### config.mk
export PLATFORM = sky130hd
export DESIGN_NAME = ifetch_unit
export DESIGN_NICKNAME = d
export VERILOG_FILES = /design/src/rtl/ifetch_pkg.sv /design/src/rtl/ifetch_fifo.sv /design/src/rtl/ifetch_unit.sv
export SDC_FILE = /design/constraint.sdc
export NUM_CORES = 1
export LEC_CHECK = 0
export CORE_MARGIN = 2
export CORE_UTILIZATION = 31
export CTS_CLUSTER_DIAMETER = 80
export DETAILED_ROUTE_END_ITERATION = 16
export GPL_TIMING_DRIVEN = 0
export SLEW_MARGIN = 0
export SYNTH_ARGS = -nofsm -noshare
export SYNTH_HDL_FRONTEND = slang
export SYNTH_SLANG_ARGS = --single-unit
### constraint.sdc
create_clock -name clk -period 7.4 [get_ports clk]
set_input_delay 1.48 -clock clk [delete_from_list [all_inputs] [get_ports clk]]
set_output_delay 1.48 -clock clk [all_outputs]
set_load 0.05 [all_outputs]
### src/rtl/ifetch_pkg.sv
// ifetch_pkg: shared constants and the fetch buffer entry type for the instruction fetch unit.
package ifetch_pkg;
    localparam int INSTR_BYTES = 4;
    localparam logic [31:0] DEFAULT_RESET_PC = 32'h0000_0000;
    typedef struct packed {
        logic [31:0] pc;
        logic [31:0] instr;
    } fetch_entry_t;
endpackage

### src/rtl/ifetch_fifo.sv
// ifetch_fifo: synchronous FIFO of fetch entries.
// Ports: clk, rst (sync, active-high), push/din, pop/dout, flush (empties the buffer; a push or pop
// in the flush cycle is discarded), full, empty, count (occupancy).
module ifetch_fifo
    import ifetch_pkg::*;
#(
    parameter int DEPTH = 4,
    parameter type entry_t = fetch_entry_t
) (
    input  logic                     clk,
    input  logic                     rst,
    input  logic                     push,
    input  logic                     pop,
    input  logic                     flush,
    input  entry_t                   din,
    output entry_t                   dout,
    output logic                     full,
    output logic                     empty,
    output logic [$clog2(DEPTH):0]   count
);
    localparam int AW = $clog2(DEPTH);
    entry_t mem [DEPTH];
    logic [AW-1:0] wp, rp;
    logic do_push, do_pop;
    always_comb begin
        full    = count == (AW+1)'(DEPTH);
        empty   = count == '0;
        do_pop  = pop && !empty;
        do_push = push && (!full || do_pop);
        dout    = mem[rp];
    end
    always_ff @(posedge clk)
        if (do_push && !flush) mem[wp] <= din;
    always_ff @(posedge clk) begin
        if (rst || flush) begin
            wp    <= '0;
            rp    <= '0;
            count <= '0;
        end else begin
            wp    <= wp + AW'(do_push);
            rp    <= rp + AW'(do_pop);
            count <= count + (AW+1)'(do_push) - (AW+1)'(do_pop);
        end
    end
endmodule

### src/rtl/ifetch_unit.sv
// ifetch_unit: in-order instruction fetch with redirect, stale-response dropping and a decode buffer.
// Ports: clk, rst (sync, active-high); redirect_valid/redirect_pc from execute;
// imem_req_valid/ready/addr request channel; imem_resp_valid/data response channel (in order);
// dec_valid/ready/instr/pc towards decode; dec_misalign only when IFETCH_MISALIGN_TRAP_EN is defined.
// Macro IFETCH_MISALIGN_TRAP_EN: a misaligned redirect traps to decode and stalls fetch;
// without it the low two bits of redirect_pc are ignored.
module ifetch_unit
    import ifetch_pkg::*;
#(
    parameter int                    DATA_WIDTH = 32,
    parameter logic [DATA_WIDTH-1:0] RESET_PC   = DATA_WIDTH'(DEFAULT_RESET_PC),
    parameter int                    FIFO_DEPTH = 4
) (
    input  logic                  clk,
    input  logic                  rst,
    input  logic                  redirect_valid,
    input  logic [DATA_WIDTH-1:0] redirect_pc,
    output logic                  imem_req_valid,
    input  logic                  imem_req_ready,
    output logic [DATA_WIDTH-1:0] imem_req_addr,
    input  logic                  imem_resp_valid,
    input  logic [DATA_WIDTH-1:0] imem_resp_data,
    output logic                  dec_valid,
    input  logic                  dec_ready,
    output logic [DATA_WIDTH-1:0] dec_instr,
    output logic [DATA_WIDTH-1:0] dec_pc
`ifdef IFETCH_MISALIGN_TRAP_EN
    ,
    output logic                  dec_misalign
`endif
);
    localparam int CW = $clog2(FIFO_DEPTH) + 1;
    localparam logic [DATA_WIDTH-1:0] STEP = DATA_WIDTH'(INSTR_BYTES);
    typedef struct packed {
        logic [DATA_WIDTH-1:0] pc;
        logic [DATA_WIDTH-1:0] instr;
    } entry_t;
    logic [DATA_WIDTH-1:0] fetch_pc, resp_pc, tgt;
    logic [CW-1:0] out_cnt, drop_cnt, occ, out_next;
    logic accept, resp, drop, push, pop, stall, fifo_full, fifo_empty;
    entry_t fifo_in, fifo_out;
`ifdef IFETCH_MISALIGN_TRAP_EN
    logic mis_q;
    assign stall        = mis_q;
    assign tgt          = redirect_pc;
    assign dec_misalign = !rst && mis_q;
`else
    assign stall = 1'b0;
    assign tgt   = redirect_pc & ~DATA_WIDTH'(3);
`endif
    // Requests in flight plus buffered entries never exceed the buffer, so every response has a slot.
    always_comb begin
        imem_req_valid = !rst && !stall && (int'(out_cnt) + int'(occ) < FIFO_DEPTH);
        imem_req_addr  = fetch_pc;
        accept         = imem_req_valid && imem_req_ready;
        resp           = imem_resp_valid && out_cnt != '0;
        drop           = resp && drop_cnt != '0;
        push           = resp && !drop && !redirect_valid && !fifo_full;
        out_next       = out_cnt + CW'(accept) - CW'(resp);
        dec_valid      = !rst && (!fifo_empty || stall);
        pop            = dec_valid && dec_ready && !redirect_valid;
        dec_pc         = stall ? resp_pc : fifo_out.pc;
        dec_instr      = stall ? '0 : fifo_out.instr;
        fifo_in        = '{pc: resp_pc, instr: imem_resp_data};
    end
    // On redirect everything still outstanding (including this cycle's accept) becomes stale.
    always_ff @(posedge clk) begin
        if (rst) begin
            fetch_pc <= RESET_PC;
            resp_pc  <= RESET_PC;
            out_cnt  <= '0;
            drop_cnt <= '0;
`ifdef IFETCH_MISALIGN_TRAP_EN
            mis_q    <= 1'b0;
`endif
        end else begin
            out_cnt  <= out_next;
            fetch_pc <= redirect_valid ? tgt : accept ? fetch_pc + STEP : fetch_pc;
            resp_pc  <= redirect_valid ? tgt : push ? resp_pc + STEP : resp_pc;
            drop_cnt <= redirect_valid ? out_next : drop ? drop_cnt - 1'b1 : drop_cnt;
`ifdef IFETCH_MISALIGN_TRAP_EN
            mis_q    <= redirect_valid ? redirect_pc[1:0] != 2'b00 : mis_q;
`endif
        end
    end
    ifetch_fifo #(.DEPTH(FIFO_DEPTH), .entry_t(entry_t)) u_fifo (
        .clk   (clk),
        .rst   (rst),
        .push  (push),
        .pop   (pop),
        .flush (redirect_valid),
        .din   (fifo_in),
        .dout  (fifo_out),
        .full  (fifo_full),
        .empty (fifo_empty),
        .count (occ)
    );
endmodule

==> results.md, run 1 <==
- Initial DRC Count: 499
- Initial Util: 31.6%
- DP Wirelength: 21100 um
- Nets: 1105
- Pin count of the biggest net entering global routing: 41
- Met3 Resource Use GR: 3.28%
- Gpl congestion: 0.794
- Setup_tns: 0 ps
- DRC viols: 0
- CP cell instances: clkbuf_1 -> buf_1 -> mux4_2 -> clkdlybuf4s50_1
- Synth warn: 0
- Worst vdd ir: 0.173 mV
- Placed cell areas: 15500 um^2
- Gr ovfl total: 0
- TritonRoute pass-1 iters: 4
- CP startpoint: u_fifo.rp[0]
- CTS clock-pin slew for the worst setup and hold paths: 60 ps
- Leak pwr: 5.40 nW
- Io pins: 168
- Final setup vio count: 0
- First-pass GRT wire length: 46800 um
- Number of antenna diodes: 0
- Met1 usage: 20.3%
- Wire length per cell: 19.4 um
- Final period utilization: 67.1%
- Area Overhead vs Synth: 28.0%
- Synth unique cells: 48
- Site Rows: 74
- Post-Route WL: 30600 um
- Stages on the worst setup path: 4
- Critical Path Start Type: flip-flop
- Die Area: 43600 um^2
- CP peak stage delay: 770 ps
- Max Fclk: 201 MHz
- Port buffer count: 159
- Die X: 209 um
- Util after Layout: 40.5%
- Total core area: 41100 um^2
- Reg2reg end: drop_cnt[2]
- # hold bufs at CTS: 0
- R2r setup slk: 4060 ps
- Mapped Avg Cell Area: 16.1 um^2
- Overall routing resource usage: 13.9%
- Top FF cell, synth: edfxtp_1
- Die height: 209 um
- Endpoint type of the worst setup path: primary output
- Share of cells above drive strength 1: 13.6%
- Multi-input gate area: 3780 um^2
- Req. time, crit path: 5920 ps
- Kind of critical path: reg2out
- CTS Buf Count: 36
- Post-Syn Area: 13000 um^2
- Worst EP arrival: 3480 ps
- CP max-delay cell: clkdlybuf4s50_1
- Initial antenna violation count: 0
- Clock skew: 18.8 ps
- Clock latency on the worst-skew pair: 510 ps
- R2R Path Start: out_cnt[2]
- Fin crit period: 4960 ps
- Synth Instances: 809
- CTS Buffer Depth: 3
- Final hold slack: 560 ps
- Max cap viols: 0
- Vias: 7800
- Vias per cell: 4.93
- Clock sink count: 321
- Worst slew margin: 32.0%
- Gr busiest metal: met2
- RSZ-0062 raised after global routing: no
- Crit Path Max Fanout: 10
- Final Cell Area: 16600 um^2
- Share of flip-flops with an asynchronous set or reset: 0%
- FF+latch area: 8910 um^2
- CTS HTree Levels: 2
- Worst Hold Path Cells: 0
- ANT nets after route: 0
- Reg2Reg Depth: 12
- Vias in the first global route: 7804
- Worst path bufs/invs: 3
- Met2 Usage GRT: 20.9%
- Final Hold Viols: 0
- Worst Setup EP: dec_pc[10]
- Post-CTS setup buffer count: 0
- Worst-Margin Slew: 1010 ps
- PwrDens: 270 nW/um^2
- CP top delay family: buffers and inverters
- Number of synthesized flops with an enable pin: 248
- Worst hold path class: reg2reg
- CTS resizes: 0
- Filler instances: 3795
- Outcome: finished, final reports clean
- CTS root buffer: clkbuf_16
- Sequential area share after synthesis: 68.6%
- FF+latch count, synth: 321
- Tot Pwr: 4.50 mW
- CTS tree: yes
- Final Slew Violations: 0
## sequential cells by signal, indices dropped and copies added (netlist names)
register	cells
u_fifo.wp	2
u_fifo.rp	2
drop_cnt	3
u_fifo.count	3
u_fifo.mem	248
imem_req_addr	30
out_cnt	3
resp_pc	30
## cells in the final DEF, fill, tap and decap left out, types with 3 or more instances in the layout
master / instances
a21oi_1: 30
clkbuf_1: 37
conb_1: 4
a21boi_1: 12
ha_1: 12
buf_6: 7
dfxtp_1: 73
nor3_1: 20
and3_1: 13
nand4_1: 19
nand2_1: 32
mux4_2: 62
nand3_1: 28
xor2_1: 23
nor2_1: 12
xnor2_1: 29
o31a_1: 13
bufinv_16: 4
nor4_1: 6
nor2b_1: 5
buf_4: 5
and2_1: 9
o21a_1: 12
and4_1: 8
clkinv_1: 10
edfxtp_1: 248
buf_12: 4
clkdlybuf4s50_1: 159
buf_1: 7
inv_1: 39
a211oi_1: 3
clkbuf_16: 37
a31oi_1: 5
clkinv_2: 4
a21boi_0: 24
## cells in the mapped netlist (2+ instances only)
cell type / number / share of area (%)
a211oi_1: 3 / 0.17
nor3_1: 21 / 0.81
a31oi_1: 5 / 0.24
xor2_1: 23 / 1.6
nand2_1: 32 / 0.92
o21a_1: 12 / 0.69
nor2b_1: 5 / 0.24
edfxtp_1: 248 / 57
nor4_1: 6 / 0.29
nor4_2: 2 / 0.19
mux4_2: 62 / 11
nand3_1: 28 / 1.1
buf_4: 5 / 0.29
inv_1: 39 / 1.1
o211ai_1: 2 / 0.12
buf_1: 7 / 0.20
xnor2_1: 29 / 2.0
and4_1: 8 / 0.54
nand4_1: 19 / 0.92
ha_1: 12 / 1.2
fa_1: 2 / 0.31
a21boi_1: 12 / 0.69
a21boi_0: 24 / 1.4
and2_1: 9 / 0.43
a21oi_1: 30 / 1.2
o31a_1: 13 / 0.88
o21bai_1: 2 / 0.12
clkbuf_1: 29 / 0.84
nor2_1: 14 / 0.40
and3_1: 14 / 0.67
or4_1: 2 / 0.12
or3_1: 2 / 0.096
dfxtp_1: 73 / 11
## stage by stage
stage          setup slack, ps  std cells
3_3_place_gp             -3720       1503
6_report                  2440       1581
5_1_grt                   2150       1581
3_5_place_dp              2780       1515
2_1_floorplan              736        812
4_1_cts                   2280       1581
## where the power goes
part | switching [mW] | total (mW) | internal (mW)
Sequential | 0.0648 | 2.10 | 2.04
Combinational | 0.402 | 0.652 | 0.251
Clock | 0.683 | 1.74 | 1.06
Total | 1.15 | 4.50 | 3.35
## layer usage
metal,up-vias,routed length [um]
met3,39,2210
met4,0,565
met1,3914,14400
met2,287,13400
li1,3560,-
met5,-,0
## logic make-up (layout without fill, tap and decap cells)
kind of cell / Yosys count / count (layout) / synth area share, %
fa+ha+maj: 14 / 14 / 1.46
flops: 321 / 321 / 68.6
other cells: 1 / 4 / 0.0289
xor+xnor: 52 / 52 / 3.51
mux: 62 / 62 / 10.8
compound gates: 105 / 105 / 5.59
buf+inv: 83 / 320 / 2.61
simple gates: 171 / 171 / 7.47
## worst reg2reg max path, cell delays in order, from the launching register on
cell      delay, ps
dfxtp_1         340
ha_1            300
or4_1           500
buf_2           170
nor3b_2         420
inv_1           130
ha_1            300
inv_1            40
ha_1            180
fa_1            380
xnor2_1         150
xnor2_1         140
a211oi_1        220
## worst min path at each step
stage | start | end
floorplan | resp_pc[31] | u_fifo.mem[0][63]
global route | resp_pc[17] | u_fifo.mem[1][49]
global placement | resp_pc[17] | u_fifo.mem[2][49]
CTS | resp_pc[17] | u_fifo.mem[2][49]
finish | resp_pc[17] | u_fifo.mem[2][49]
detailed placement | resp_pc[17] | u_fifo.mem[2][49]
## layout make-up
type                       instances  share of cell area (%)
buffer                            43                    1.14
clock buffer                      45                    5.75
clock inverter                    21                    1.22
inverter                          40                   0.903
multi-input combinational        408                    22.7
sequential                       321                    53.6
tap                              532                    4.00
timing repair buffer             171                    10.7
Note: power is estimated with default switching activity, not from simulation.
==> run 2: changes to the inputs <==
clock period = 4.2 ns   (was 7.4 ns; I/O delays follow)
==> run 2 against run 1 <==
Sequential power grew 77%. Design area grew 0.44%. Core utilization grew 0.18 points. Sequential cell count is the same. Critical path type unchanged. Critical endpoint is now dec_instr[14].
==> results.md, run 2 (synthesis gave the netlist of run 1 again) <==
- Initial DRC Count: 446 (was 499)
- PwrDens: 472 nW/um^2 (was 270 nW/um^2)
- CTS Buf Count: 36 (unchanged)
- CTS HTree Levels: 2 (unchanged)
- Vias per cell: 4.89 (was 4.93)
- Port buffer count: 159 (unchanged)
- Wire length per cell: 19.5 um (was 19.4 um)
- Comb power frac: 14.8% (was 14.5%)
- Clock sink count: 321 (unchanged)
- Final Cell Area: 16700 um^2 (was 16600 um^2)
- Final Slew Violations: 0 (unchanged)
- Die Area: 43600 um^2 (unchanged)
- Crit Path Max Fanout: 10 (unchanged)
- Total core area: 41100 um^2 (unchanged)
- Initial Util: 31.6% (unchanged)
- Most flop-heavy register: u_fifo.mem (unchanged)
- Max Fclk: 250 MHz
- Worst EP arrival: 3160 ps (was 3480 ps)
- Nets: 1103 (was 1105)
- CP max-delay cell: clkdlybuf4s50_1 (unchanged)
- Most common cell after layout, fill and taps aside: edfxtp_1 (unchanged)
- Final worst-path setup slack: 201 ps (was 2440 ps)
- Worst path bufs/invs: 3 (unchanged)
- Gr busiest metal: met2 (unchanged)
- Kind of critical path: reg2out (unchanged)
- Critical Path Start Type: flip-flop (unchanged)
- Post-Layout Cell Count: 1577 (was 1581)
- Switching share of total power: 26.3% (was 25.6%)
- Util after Layout: 40.6% (was 40.5%)
- Met3 Resource Use GR: 3.19% (was 3.28%)
- Number of antenna diodes: 0 (unchanged)
- Leak pwr: 5.41 nW (was 5.40 nW)
- Gr ovfl total: 0 (unchanged)
- NetSw: 2.07 mW (was 1.15 mW)
- Pint: 5.82 mW (was 3.35 mW)
- # hold bufs at CTS: 0 (unchanged)
- Final setup vio count: 0 (unchanged)
- Tot Pwr: 7.89 mW (was 4.50 mW)
- Most frequent cells in the layout: 248 x edfxtp_1, 159 x clkdlybuf4s50_1, 73 x dfxtp_1, 62 x mux4_2, 39 x inv_1 (unchanged)
- Die height: 209 um (unchanged)
- Final hold slack: 549 ps (was 560 ps)
- First-pass GRT wire length: 47300 um (was 46800 um)
- DP Wirelength: 21200 um (was 21100 um)
- Fin crit period: 4000 ps
- Dpl cells: 1513 (was 1515)
- Share of cells above drive strength 1: 14.4% (was 13.6%)
- Req. time, crit path: 3360 ps (was 5920 ps)
- Final period utilization: 95.2%
- Max cap viols: 0 (unchanged)
- Clk network pwr share: 38.2% (was 38.7%)
- CTS clock-pin slew for the worst setup and hold paths: 60 ps (about the same)
- Met1 usage: 20.5% (was 20.3%)
- CP top delay family: buffers and inverters (unchanged)
- Endpoint type of the worst setup path: primary output (unchanged)
- Met2 Usage GRT: 21.4% (was 20.9%)
- Worst slew margin: 29.9% (was 32.0%)
- CP peak stage delay: 720 ps (was 770 ps)
- Clock latency on the worst-skew pair: 510 ps (about the same)
- Gpl congestion: 0.793 (was 0.794)
- DRC viols: 0 (unchanged)
- Post-CTS setup buffer count: 0 (unchanged)
- Filler instances: 3802 (was 3795)
- Overall routing resource usage: 14.1% (was 13.9%)
- CP cell instances: clkbuf_2 -> buf_1 -> mux4_2 -> clkdlybuf4s50_1 (was clkbuf_1 -> buf_1 -> mux4_2 -> clkdlybuf4s50_1)
- CTS root buffer: clkbuf_16 (unchanged)
- Die X: 209 um (unchanged)
- Placed cell areas: 15500 um^2 (about the same)
- Post-Route WL: 30800 um (was 30600 um)
- Final Hold Viols: 0 (unchanged)
- Vias in the first global route: 7875 (was 7804)
- Io pins: 168 (unchanged)
- Worst-Margin Slew: 1040 ps (was 1010 ps)
- Site Rows: 74 (unchanged)
- RSZ-0062 raised after global routing: no (unchanged)
- Reg2Reg Depth: 12 (unchanged)
- Max FFs per register: 248 (unchanged)
- ANT nets after route: 0 (unchanged)
- Vias: 7712 (was 7800)
- Worst Hold Path Cells: 0 (unchanged)
- CTS Buffer Depth: 3 (unchanged)
- TritonRoute pass-1 iters: 5 (was 4)
- Pin count of the biggest net entering global routing: 42 (was 41)
- Area Overhead vs Synth: 28.6% (was 28.0%)
- Clock skew: 16.5 ps (was 18.8 ps)
- Outcome: finished, final reports clean (unchanged)
- Setup_tns: 0 ps (unchanged)
- CTS tree: yes (unchanged)
- Stages on the worst setup path: 4 (unchanged)
- Worst vdd ir: 0.237 mV (was 0.173 mV)
- Dpl ws: 288 ps (was 2780 ps)
- Seq pwr share: 47.0% (was 46.8%)
- Initial antenna violation count: 1 (was 0)
- Worst hold path class: reg2reg (unchanged)
[run 2: cell types whose count changed in the layout (fill, tap and decap cells not counted), moves of 2 or more]
| cell | previous run | this run |
|---|---|---|
| buf_6 | 7 | 1 |
| clkdlybuf4s15_2 | 0 | 3 |
| clkinv_4 | 0 | 2 |
| buf_12 | 4 | 2 |
| clkinv_1 | 10 | 7 |
| clkbuf_2 | 0 | 2 |
| clkbuf_1 | 37 | 33 |
| buf_1 | 7 | 2 |
| buf_16 | 1 | 7 |
| clkinvlp_4 | 1 | 4 |
[run 2: cell type report]
cell class / count / area, um^2 / share of cell area, %
Sequential cell: 321 / 8910 / 53.3
Multi-Input combinational cell: 408 / 3780 / 22.6
Timing Repair Buffer: 169 / 1840 / 11.0
Clock buffer: 41 / 920 / 5.51
Tap cell: 532 / 666 / 3.98
Buffer: 43 / 220 / 1.32
Clock inverter: 23 / 218 / 1.30
Inverter: 40 / 150 / 0.899
[run 2: final timing paths]
check,to,startpoint,slack [ps]
worst min-delay path,u_fifo.mem[0][49],resp_pc[17],550
worst max register to register,drop_cnt[2],u_fifo.count[2],840
worst min register to register,u_fifo.mem[0][49],resp_pc[17],550
worst max-delay path,dec_instr[14],u_fifo.rp[0],200
[run 2: power by group through the flow]
| stage | sequential [mW] | combinational [mW] | clock [mW] |
|---|---|---|---|
| 3_3_place_gp | 3.78 | 1.11 | 0 |
| 2_1_floorplan | 3.81 | 0.664 | 0 |
| 6_report | 3.71 | 1.17 | 3.02 |
| 5_1_grt | 3.73 | 1.25 | 3.21 |
| 3_5_place_dp | 3.77 | 1.18 | 0 |
| 4_1_cts | 3.71 | 1.18 | 3.09 |
[run 2: repair_timing]
| action | CTS | global route |
|---|---|---|
| setup endpoints to repair | 60 | 19 |
| gates cloned | 0 | 0 |
| gates resized for setup | 7 | 3 |
[run 2: per-layer routing]
layer  routed length [um]  part of all wire (%)
met5                    0                     0
met4                  557                   1.8
met3                 2180                   7.1
met2                13700                    44
met1                14400                    47
==> run 3: changes to the inputs <==
CORE_MARGIN = 3   (was 2)
==> run 3 against run 2 <==
Sequential power is essentially flat. Clock power is essentially flat. Sequential cell count is the same. Hold slack gained 11 ps. Non-clock buffer count shrank 1. Combinational power is essentially flat. Critical path type unchanged. Highest routed layer unchanged.
==> results.md, run 3 (synthesis gave the netlist of run 1 again) <==
- Most frequent cells in the layout: 248 x edfxtp_1, 159 x clkdlybuf4s50_1, 73 x dfxtp_1, 62 x mux4_2, 39 x inv_1 (unchanged)
- Initial antenna violation count: 0 (was 1)
- Initial DRC Count: 539 (was 446)
- Final Hold Viols: 0 (unchanged)
- Share of cells above drive strength 1: 14.2% (was 14.4%)
- Max Fclk: 253 MHz (was 250 MHz)
- ANT nets after route: 0 (unchanged)
- Overall routing resource usage: 13.8% (was 14.1%)
- Req. time, crit path: 3360 ps (about the same)
- Most flop-heavy register: u_fifo.mem (unchanged)
- Most common cell after layout, fill and taps aside: edfxtp_1 (unchanged)
- Gr ovfl total: 0 (unchanged)
- Worst Hold Path Cells: 0 (unchanged)
- Hold path startpoint: resp_pc[21] (was resp_pc[17])
- Worst vdd ir: 0.252 mV (was 0.237 mV)
- Final period utilization: 94.3% (was 95.2%)
- Endpoint type of the worst setup path: primary output (unchanged)
- Clock latency on the worst-skew pair: 510 ps (about the same)
- CTS root buffer: clkbuf_16 (unchanged)
- Worst-Margin Slew: 914 ps (was 1040 ps)
- Port buffer count: 159 (unchanged)
- Dpl ws: 216 ps (was 288 ps)
- CTS HTree Levels: 2 (unchanged)
- TritonRoute pass-1 iters: 4 (was 5)
- Pin count of the biggest net entering global routing: 46 (was 42)
- Area Overhead vs Synth: 28.4% (was 28.6%)
- Critical Path Start Type: flip-flop (unchanged)
- R2r setup slk: 880 ps (was 840 ps)
- Reg2Reg Depth: 12 (unchanged)
- Site Rows: 74 (unchanged)
- Vias in the first global route: 7930 (was 7875)
- Worst Hold End: u_fifo.mem[0][53] (was u_fifo.mem[0][49])
- Nets: 1102 (was 1103)
- Worst EP arrival: 3120 ps (was 3160 ps)
- CTS tree: yes (unchanged)
- Reg2reg end: drop_cnt[2] (unchanged)
- Clock skew: 24.2 ps (was 16.5 ps)
- First-pass GRT wire length: 47300 um (about the same)
- Leak pwr: 5.41 nW (about the same)
- Final worst-path setup slack: 241 ps (was 201 ps)
- Vias per cell: 4.94 (was 4.89)
- CP startpoint: u_fifo.rp[1] (was u_fifo.rp[0])
- Post-Route WL: 30800 um (about the same)
- Total core area: 41100 um^2 (unchanged)
- Gpl congestion: 0.826 (was 0.793)
- Io pins: 168 (unchanged)
- Fin crit period: 3960 ps (was 4000 ps)
- Outcome: finished, final reports clean (unchanged)
- Vias: 7782 (was 7712)
- Wire length per cell: 19.5 um (about the same)
- Worst hold path class: reg2reg (unchanged)
- Initial Util: 31.6% (unchanged)
- Worst slew margin: 38.6% (was 29.9%)
- Final Slew Violations: 0 (unchanged)
- Number of antenna diodes: 0 (unchanged)
- DP Wirelength: 21300 um (was 21200 um)
- CTS clock-pin slew for the worst setup and hold paths: 60 ps (about the same)
- PwrDens: 472 nW/um^2 (about the same)
- Die X: 211 um (was 209 um)
- R2R Path Start: u_fifo.count[2] (unchanged)
- Die Area: 44400 um^2 (was 43600 um^2)
- Kind of critical path: reg2out (unchanged)
- Clock sink count: 321 (unchanged)
- Max FFs per register: 248 (unchanged)
- DRC viols: 0 (unchanged)
- CTS Buffer Depth: 3 (unchanged)
- Final setup vio count: 0 (unchanged)
- # hold bufs at CTS: 0 (unchanged)
- RSZ-0062 raised after global routing: no (unchanged)
- Max cap viols: 0 (unchanged)
- Die height: 211 um (was 209 um)
- Util after Layout: 40.6% (about the same)
- Crit Path Max Fanout: 10 (unchanged)
- CTS Buf Count: 36 (unchanged)
==> run 3: area by class of cell <==
type	count	area, um^2
clock inverters	11	114
multi-input cells	408	3780
well taps	532	666
flip-flops and latches	321	8910
clock buffers	51	1020
fillers	3833	24400
plain buffers	43	224
repair buffers	168	1820
inverters	40	150
==> run 3: per-stage QoR <==
step | TNS, ps | total power, mW | hold WS [ps] | cell area [um^2] | std cells
after global routing | 0 | 8.21 | 571 | 16700 | 1574
final | 0 | 7.88 | 560 | 16700 | 1574
after global placement | -459990 | 4.90 | 539 | 15300 | 1503
after floorplan | 0 | 4.47 | 484 | 13000 | 812
after CTS | 0 | 7.99 | 551 | 16700 | 1574
after detailed placement | 0 | 4.95 | 546 | 15500 | 1512
==> run 3: worst max-delay path by stage <==
stage / endpoint / cells after the start
final: dec_pc[17] / 4
after global routing: dec_pc[17] / 4
after CTS: dec_instr[10] / 4
after detailed placement: dec_instr[10] / 4
after global placement: u_fifo.mem[0][2] / 4
after floorplan: u_fifo.mem[0][0] / 4
==> run 3: where the power goes <==
part	internal [mW]	switching, mW
Sequential	3.59	0.113
Combinational	0.459	0.714
Clock	1.81	1.19
Total	5.86	2.02
==> run 3: repair_timing <==
action | CTS | global route
gates resized for setup | 9 | 7
setup endpoints to repair | 60 | 24
pin swaps | 0 | 0
buffers inserted | 0 | 0
==> run 3: critical path, stage by stage, from the launching register on <==
cell and delay, ps:
dfxtp_1 300, clkbuf_1 520, clkbuf_1 570, mux4_2 340, clkdlybuf4s50_1 870
==> run 3: metal layers <==
metal  track usage, %  routed length (um)
met1             20.5               14600
met2             20.6               13400
met3             2.99                2110
met4             3.53                 607
met5                0                   0
